==> config.mk <==
export PLATFORM = sky130hd
export DESIGN_NAME = c_dcache_stage
export DESIGN_NICKNAME = d
export VERILOG_FILES = /design/src/rtl/c_dcache_stage_pkg.sv /design/src/rtl/c_dcache_stage_array.sv /design/src/rtl/c_dcache_stage.sv
export SDC_FILE = /design/constraint.sdc
export NUM_CORES = 1
export LEC_CHECK = 0
export BUFFER_PORTS_ARGS = -buffer_cell sky130_fd_sc_hd__clkbuf_2
export CORE_AREA = 5 5 289 291
export DETAILED_ROUTE_END_ITERATION = 8
export DIE_AREA = 0 0 294 296
export PLACE_DENSITY = 0.7
export SYNTH_ARGS = -nofsm -noshare
export SYNTH_HDL_FRONTEND = slang
export SYNTH_HIERARCHICAL = 1
export SYNTH_SLANG_ARGS = --single-unit
==> constraint.sdc <==
create_clock -name clock -period 8.7 [get_ports clock]
set_input_delay 1.74 -clock clock [delete_from_list [all_inputs] [get_ports clock]]
set_output_delay 1.74 -clock clock [all_outputs]
set_load 0.01 [all_outputs]
==> src/rtl/c_dcache_stage_pkg.sv <==
// Shared types and constants for the C (memory) stage and its data cache storage.
package c_dcache_stage_pkg;

    localparam int unsigned LINE_BITS      = 128;
    localparam int unsigned WORDS_PER_LINE = 4;
    localparam int unsigned OFFSET_BITS    = 4;

    typedef enum logic [1:0] {
        StIdle,
        StWriteback,
        StRefill
    } dc_state_e;

    function automatic logic [31:0] line_word(input logic [LINE_BITS-1:0] line,
                                              input logic [1:0]           offset);
        return line[32*offset +: 32];
    endfunction

endpackage

==> src/rtl/c_dcache_stage_array.sv <==
// Direct-mapped tag/valid/dirty/data storage: one combinational read port, a full-line
// refill port and a single-word store port. Only valid/dirty are cleared by reset.
module c_dcache_stage_array
    import c_dcache_stage_pkg::*;
#(
    parameter int unsigned INDEX_BITS = 2,
    localparam int unsigned TAG_BITS  = 32 - INDEX_BITS - OFFSET_BITS,
    localparam int unsigned LINES     = 1 << INDEX_BITS
) (
    input  logic                  clock,
    input  logic                  reset,
    input  logic [INDEX_BITS-1:0] rd_index,
    output logic                  rd_valid,
    output logic                  rd_dirty,
    output logic [TAG_BITS-1:0]   rd_tag,
    output logic [LINE_BITS-1:0]  rd_line,
    input  logic                  line_we,
    input  logic [INDEX_BITS-1:0] line_index,
    input  logic [TAG_BITS-1:0]   line_tag,
    input  logic [LINE_BITS-1:0]  line_data,
    input  logic                  word_we,
    input  logic [INDEX_BITS-1:0] word_index,
    input  logic [1:0]            word_offset,
    input  logic [31:0]           word_data
);

    logic [LINES-1:0]     valid_q;
    logic [LINES-1:0]     dirty_q;
    logic [TAG_BITS-1:0]  tag_q  [LINES];
    logic [LINE_BITS-1:0] data_q [LINES];

    assign rd_valid = valid_q[rd_index];
    assign rd_dirty = dirty_q[rd_index];
    assign rd_tag   = tag_q[rd_index];
    assign rd_line  = data_q[rd_index];

    always_ff @(posedge clock or negedge reset) begin
        if (!reset) begin
            valid_q <= '0;
            dirty_q <= '0;
        end else if (line_we) begin
            valid_q[line_index] <= 1'b1;
            dirty_q[line_index] <= 1'b0;
        end else if (word_we) begin
            dirty_q[word_index] <= 1'b1;
        end
    end

    always_ff @(posedge clock) begin
        if (line_we) begin
            tag_q[line_index]  <= line_tag;
            data_q[line_index] <= line_data;
        end else if (word_we) begin
            data_q[word_index][32*word_offset +: 32] <= word_data;
        end
    end

endmodule

==> src/rtl/c_dcache_stage.sv <==
// Memory stage: direct-mapped write-back/write-allocate data cache, miss FSM and the
// cw_* pipeline register feeding writeback.
module c_dcache_stage
    import c_dcache_stage_pkg::*;
#(
    parameter int unsigned INDEX_BITS = 2
) (
    input  logic                 clock,
    input  logic                 reset,
    input  logic                 icache_stall,
    input  logic [31:0]          ac_pc,
    input  logic [4:0]           ac_write_sel,
    input  logic                 ac_is_load,
    input  logic                 ac_is_store,
    input  logic                 ac_is_wb,
    input  logic [31:0]          ac_alu_result,
    input  logic [31:0]          ac_data2,
    output logic                 dcache_stall,
    output logic [31:0]          cw_pc,
    output logic                 cw_is_wb,
    output logic [4:0]           cw_write_sel,
    output logic [31:0]          cw_result,
    output logic                 mem_req,
    output logic                 mem_we,
    output logic [31:0]          mem_addr,
    output logic [LINE_BITS-1:0] mem_wdata,
    input  logic                 mem_ready,
    input  logic [LINE_BITS-1:0] mem_rdata
);

    localparam int unsigned TAG_BITS = 32 - INDEX_BITS - OFFSET_BITS;

    dc_state_e             state_q;
    logic [TAG_BITS-1:0]   req_tag;
    logic [INDEX_BITS-1:0] req_index;
    logic [1:0]            req_offset;
    logic                  rd_valid;
    logic                  rd_dirty;
    logic [TAG_BITS-1:0]   rd_tag;
    logic [LINE_BITS-1:0]  rd_line;
    logic                  is_mem;
    logic                  hit;
    logic                  miss;
    logic                  line_we;
    logic                  word_we;
    logic                  unused_addr_lsbs;

    assign req_offset       = ac_alu_result[3:2];
    assign req_index        = ac_alu_result[OFFSET_BITS +: INDEX_BITS];
    assign req_tag          = ac_alu_result[31 -: TAG_BITS];
    assign unused_addr_lsbs = ^ac_alu_result[1:0];

    assign is_mem       = ac_is_load | ac_is_store;
    assign hit          = rd_valid && (rd_tag == req_tag);
    assign miss         = is_mem && !hit;
    assign dcache_stall = miss || (state_q != StIdle);

    // Refill lands with mem_ready; the frozen request then hits in IDLE on the next cycle.
    assign line_we = (state_q == StRefill) && mem_ready;
    assign word_we = (state_q == StIdle) && ac_is_store && hit && !icache_stall;

    c_dcache_stage_array #(
        .INDEX_BITS (INDEX_BITS)
    ) u_array (
        .clock       (clock),
        .reset       (reset),
        .rd_index    (req_index),
        .rd_valid    (rd_valid),
        .rd_dirty    (rd_dirty),
        .rd_tag      (rd_tag),
        .rd_line     (rd_line),
        .line_we     (line_we),
        .line_index  (req_index),
        .line_tag    (req_tag),
        .line_data   (mem_rdata),
        .word_we     (word_we),
        .word_index  (req_index),
        .word_offset (req_offset),
        .word_data   (ac_data2)
    );

    always_ff @(posedge clock or negedge reset) begin
        if (!reset) begin
            state_q   <= StIdle;
            mem_req   <= 1'b0;
            mem_we    <= 1'b0;
            mem_addr  <= '0;
            mem_wdata <= '0;
        end else begin
            unique case (state_q)
                StIdle: begin
                    if (miss) begin
                        mem_req <= 1'b1;
                        if (rd_valid && rd_dirty) begin
                            state_q   <= StWriteback;
                            mem_we    <= 1'b1;
                            mem_addr  <= {rd_tag, req_index, 4'b0000};
                            mem_wdata <= rd_line;
                        end else begin
                            state_q  <= StRefill;
                            mem_we   <= 1'b0;
                            mem_addr <= {req_tag, req_index, 4'b0000};
                        end
                    end
                end
                StWriteback: begin
                    if (mem_ready) begin
                        state_q  <= StRefill;
                        mem_we   <= 1'b0;
                        mem_addr <= {req_tag, req_index, 4'b0000};
                    end
                end
                StRefill: begin
                    if (mem_ready) begin
                        state_q <= StIdle;
                        mem_req <= 1'b0;
                    end
                end
                default: state_q <= StIdle;
            endcase
        end
    end

    always_ff @(posedge clock or negedge reset) begin
        if (!reset) begin
            cw_pc        <= '0;
            cw_is_wb     <= 1'b0;
            cw_write_sel <= '0;
            cw_result    <= '0;
        end else if (dcache_stall) begin
            cw_is_wb <= 1'b0;
        end else if (!icache_stall) begin
            cw_pc        <= ac_pc;
            cw_is_wb     <= ac_is_wb;
            cw_write_sel <= ac_write_sel;
            cw_result    <= ac_is_load ? line_word(rd_line, req_offset) : ac_alu_result;
        end
    end

endmodule
==> flow_results.org <==
** Timing
- Normalized max-slew margin :: 0.190
- Unrepaired setup endpoints after global routing :: false
- Total negative slack for setup checks :: 0 ns
- The final number of hold-violating endpoints came to 0.
- Setup clock skew after layout :: 0.0274 ns
- Worst slew pin tran :: 1.22 ns
- Achievable frequency :: 149 MHz
- The total count of max-transition violations in the final report is 0.
- In the finished design, the share of the clock period the worst path needs comes to 0.773.
- Post-route setup slack :: 1.98 ns
- The smallest clock period supported by the final layout is computed as 6.72 ns.
- Setup-violating endpoint count in the final report :: 0

** Critical path
- Slack of the worst reg-to-reg path :: 3.32 ns
- The critical path is of the input pin to flop type.
- The most numerous cell type found on the critical path is sky130_fd_sc_hd__buf_4.
- On the worst path, the slowest cell contributes a delay of 0.75 ns.
- Cells along the critical path :: buf_8, mux4_2, xnor2_1, nand4_1, nor4_2, nand2_1, nor2_1, nand2b_4, buf_4, or2_4, buf_4, o41ai_2, buf_4
- Kind of capture point of the worst setup path :: flop
- The critical path starts at ac_alu_result[4].
- STA classifies the critical path startpoint as an input pin.
- Capture point of the worst reg-to-reg path :: u_array/data_q[0][29]
- On the critical path, the stage with the largest delay is an instance of sky130_fd_sc_hd__nor2_1.
- CP Data Arrival Time :: 6.98 ns
- Critical path fanouts, max :: 99
- Critical Path RT :: 8.96 ns
- R2R cell count :: 12
- The startpoint identified for the worst register-to-register timing path is u_array/tag_q[2][18].

** GRT
- The initial antenna violation count came to 10.
- The number of global-route vias before repair is 21600.
- For this run the aggregate overflow at the end of global routing stands at 0.
- Largest net degree at the start of global routing :: 143
- First-pass GRT wire length :: 147 mm
- In the global route stage, overall resource usage came out at 0.229.

** Die
- During I/O placement, the number of pins put on the boundary was 469.
- Core Region :: 80300 sq um
- DIE HEIGHT :: 296 um
- The initial utilization of the core area, before any placement, comes to 0.438.
- Area enclosed by the die boundary :: 87000 sq um
- Std cell rows :: 104
- Die width :: 294 um

** CTS
- Buffer type at the clock tree root :: sky130_fd_sc_hd__clkbuf_16
- After clock tree synthesis, the flow added hold-fix buffers numbering 0.
- After clock tree synthesis, the setup repair step added 0 buffers.
- Clock-pin slew of the registers on the worst-case setup and hold paths :: 0.06 ns
- TritonCTS clock tree :: done
- Longest Clk Path Bufs :: 3
- CTS HTree Levels :: 3
- Clock buffers created by TritonCTS :: 90
- Number of clock sinks :: 854
- In this run, post-CTS repair resized a total of 0 instances.
- The later pin in the worst-skew pair is clocked with a latency of 0.65 ns.

** Job
- The tool flagged a number of max-cap violations equal to 0.

** Yosys
- The share of synthesized area in the top cell type comes to 0.526.
- Distinct cells, synth :: 45
- Average footprint of a synthesized cell :: 17.8 sq um
- The most used flip-flop cell after synthesis is sky130_fd_sc_hd__edfxtp_1.
- After technology mapping, the gate count stands at 1972.
- For this run, the number of Yosys warnings is 6.
- Of the total synthesized cell area, the portion taken by full adders, half adders and majority gates is 0.00178.
- The complex-gate fraction of the synthesized area is 0.0431.
- Sequential fraction of the synthesis area :: 0.696
- Of the total synthesized cell area, the portion taken by AND, OR, NAND and NOR gates is 0.0222.
- After synthesis, the largest family of logic cells by area is multiplexers.
- Dominant cell type by area after synthesis :: sky130_fd_sc_hd__edfxtp_1
- The synthesized design contains 854 register bits.
- XOR/XNOR share of the synthesized area :: 0.00648
- Measured against the total synthesized area, the mux share comes to 0.212.
- After synthesis, the cell types taking the most area are sky130_fd_sc_hd__edfxtp_1 53%, sky130_fd_sc_hd__dfrtp_1 17%, sky130_fd_sc_hd__mux4_2 12%, sky130_fd_sc_hd__mux2_2 8.7%, sky130_fd_sc_hd__o21ai_0 3.5%.
- In this run the cell area of the synthesized design comes to 35100 sq um.
- Fraction of synthesis flops using an asynchronous set or reset pin :: 0.279
- Number of flops mapped to enable cells by yosys :: 616

** Cells and area
- Layout cells sized above 1 :: 0.457
- Relative to the synthesized area, the layout overhead comes to 18.9%.
- Most common cell after layout, fill and taps aside :: sky130_fd_sc_hd__edfxtp_1
- Final layout net count :: 2674
- The filler cells instantiated in the layout total 6459.
- Top library cells by usage in the layout, fill and taps aside :: 616 x sky130_fd_sc_hd__edfxtp_1, 460 x sky130_fd_sc_hd__clkbuf_2, 273 x sky130_fd_sc_hd__mux2_2

** Detailed routing
- For this run, the detailed router's first-pass iteration total came to 5.
- In this run the remaining antenna-violating nets after routing total 0.
- Using the TritonRoute via totals, the vias-per-cell ratio works out to 5.81.
- After detailed routing, the number of remaining DRC violations is 0.
- Routed Wire Length :: 102 mm
- Average wire length per cell after detail routing :: 28.6 um
- In this run, the number of DRC markers left after iteration 0 of detailed routing was 2138.
- DR vias :: 20700

** Pwr
- In this run the static leakage power is 15.6 nW.
- Worst vdd ir :: 0.166 mV
- Power spread over the standard cell area amounts to 271 nW/um^2.

** Outcome
- Result of the run :: finished clean

** Worst hold path
- Min-Delay Endpoint :: u_array/valid_q[2]
- Counting instances, the worst hold path has a depth of 1.
- Startpoint of the worst hold path :: u_array/valid_q[2]
- The tightest min-delay check is of the flop to flop type.

** Place
- Prior to clock tree synthesis, the placed netlist has a worst setup slack of 1.42 ns.
- After legalization and detailed placement, the total HPWL measured 68.4 mm.
- Weighted congestion at the end of routability-driven global placement :: 0.830
- During placement, the flow inserted port buffers numbering 464.
[stage by stage]
step                 util  hold slack [ns]  instances  power, mW  cell area, sq um
finish              0.521            0.481       3569       11.3             41800
global route        0.521            0.502       3569       11.8             41800
CTS                 0.521            0.481       3568       11.4             41800
detailed placement  0.483            0.467       3401       7.54             38800
global placement    0.483            0.445       3401       7.47             38800
floorplan               -            0.429       1975       6.47             35200
[power breakdown]
part           internal [mW]  leakage (nW)  switching [mW]
sequential              5.04          8.56           0.326
combinational          0.943          5.55            1.14
clock                   2.28          1.47            1.60
total                   8.26          15.6            3.06
[area by class of cell]
class                      count  area, sq um  area share
antenna                        1         2.50   0.0000599
clock buffer                 110         2410      0.0576
clock inverter                57          594      0.0142
inverter                      10         37.5    0.000898
multi-input combinational    971        10200       0.245
sequential                   854        24500       0.585
tap                         1060         1330      0.0317
timing repair buffer         506         2730      0.0653
[how the worst max path moves through the flow]
| stage | to |
|---|---|
| after floorplan | u_array/data_q[0][32] |
| after global placement | u_array/data_q[0][26] |
| after detailed placement | u_array/data_q[0][22] |
| after CTS | u_array/data_q[0][21] |
| after global routing | u_array/data_q[0][116] |
| final | u_array/data_q[0][29] |
[cells in the mapped netlist, types with 2 or more instances]
library cell,number
sky130_fd_sc_hd__edfxtp_1,616
sky130_fd_sc_hd__mux2_2,273
sky130_fd_sc_hd__o21ai_0,247
sky130_fd_sc_hd__dfrtp_1,238
sky130_fd_sc_hd__mux4_2,186
sky130_fd_sc_hd__nand2_1,137
sky130_fd_sc_hd__clkbuf_1,76
sky130_fd_sc_hd__buf_2,37
sky130_fd_sc_hd__xnor2_1,26
sky130_fd_sc_hd__buf_1,18
sky130_fd_sc_hd__o21ai_1,14
sky130_fd_sc_hd__inv_1,10
sky130_fd_sc_hd__mux2_4,10
sky130_fd_sc_hd__o31ai_1,8
sky130_fd_sc_hd__a21oi_1,7
sky130_fd_sc_hd__nand4_1,7
sky130_fd_sc_hd__buf_6,5
sky130_fd_sc_hd__ha_1,5
sky130_fd_sc_hd__nand2b_1,5
sky130_fd_sc_hd__a41o_1,4
sky130_fd_sc_hd__buf_4,4
sky130_fd_sc_hd__nor2_1,4
sky130_fd_sc_hd__o41ai_1,4
sky130_fd_sc_hd__mux2i_1,3
sky130_fd_sc_hd__nor3b_1,3
sky130_fd_sc_hd__and3_1,2
sky130_fd_sc_hd__nand3_1,2
sky130_fd_sc_hd__nand3b_1,2
sky130_fd_sc_hd__nor3_1,2
sky130_fd_sc_hd__nor4_2,2
[registers in the layout, indices dropped and copies added, names as in the netlist]
| signal | count |
|---|---|
| u_array/data_q | 512 |
| u_array/dirty_q | 4 |
| mem_wdata | 128 |
| cw_result | 32 |
| cw_write_sel | 5 |
| state_q | 2 |
| cw_pc | 32 |
| cw_is_wb | 1 |
| mem_we | 1 |
| mem_addr | 28 |
| mem_req | 1 |
| u_array/tag_q | 104 |
| u_array/valid_q | 4 |
[cell families after synthesis]
| group | after synthesis |
|---|---|
| other | 1 |
| adder cells (fa/ha/maj) | 5 |
| flip-flops | 854 |
| XOR/XNOR | 26 |
| AO/OA/AOI/OAI | 289 |
| buffers and inverters | 150 |
| multiplexers | 472 |
| AND/OR/NAND/NOR | 175 |
[worst max-delay path: cells and delay by family]
kind | cells | cell delay, ns
AND/OR/NAND/NOR | 6 | 2.04
buffers and inverters | 4 | 1.78
multiplexers | 1 | 0.61
XOR/XNOR | 1 | 0.16
AO/OA/AOI/OAI | 1 | 0.47
[layer usage]
| layer | global-route usage | share of wire | up-vias |
|---|---|---|---|
| met5 | 0 | 0.00042 | - |
| met4 | 0.0676 | 0.027 | 8 |
| met2 | 0.373 | 0.49 | 1162 |
| li1 | - | - | 8665 |
| met1 | 0.310 | 0.38 | 10800 |
| met3 | 0.0574 | 0.10 | 158 |
Power figures use the tool's default switching activity.
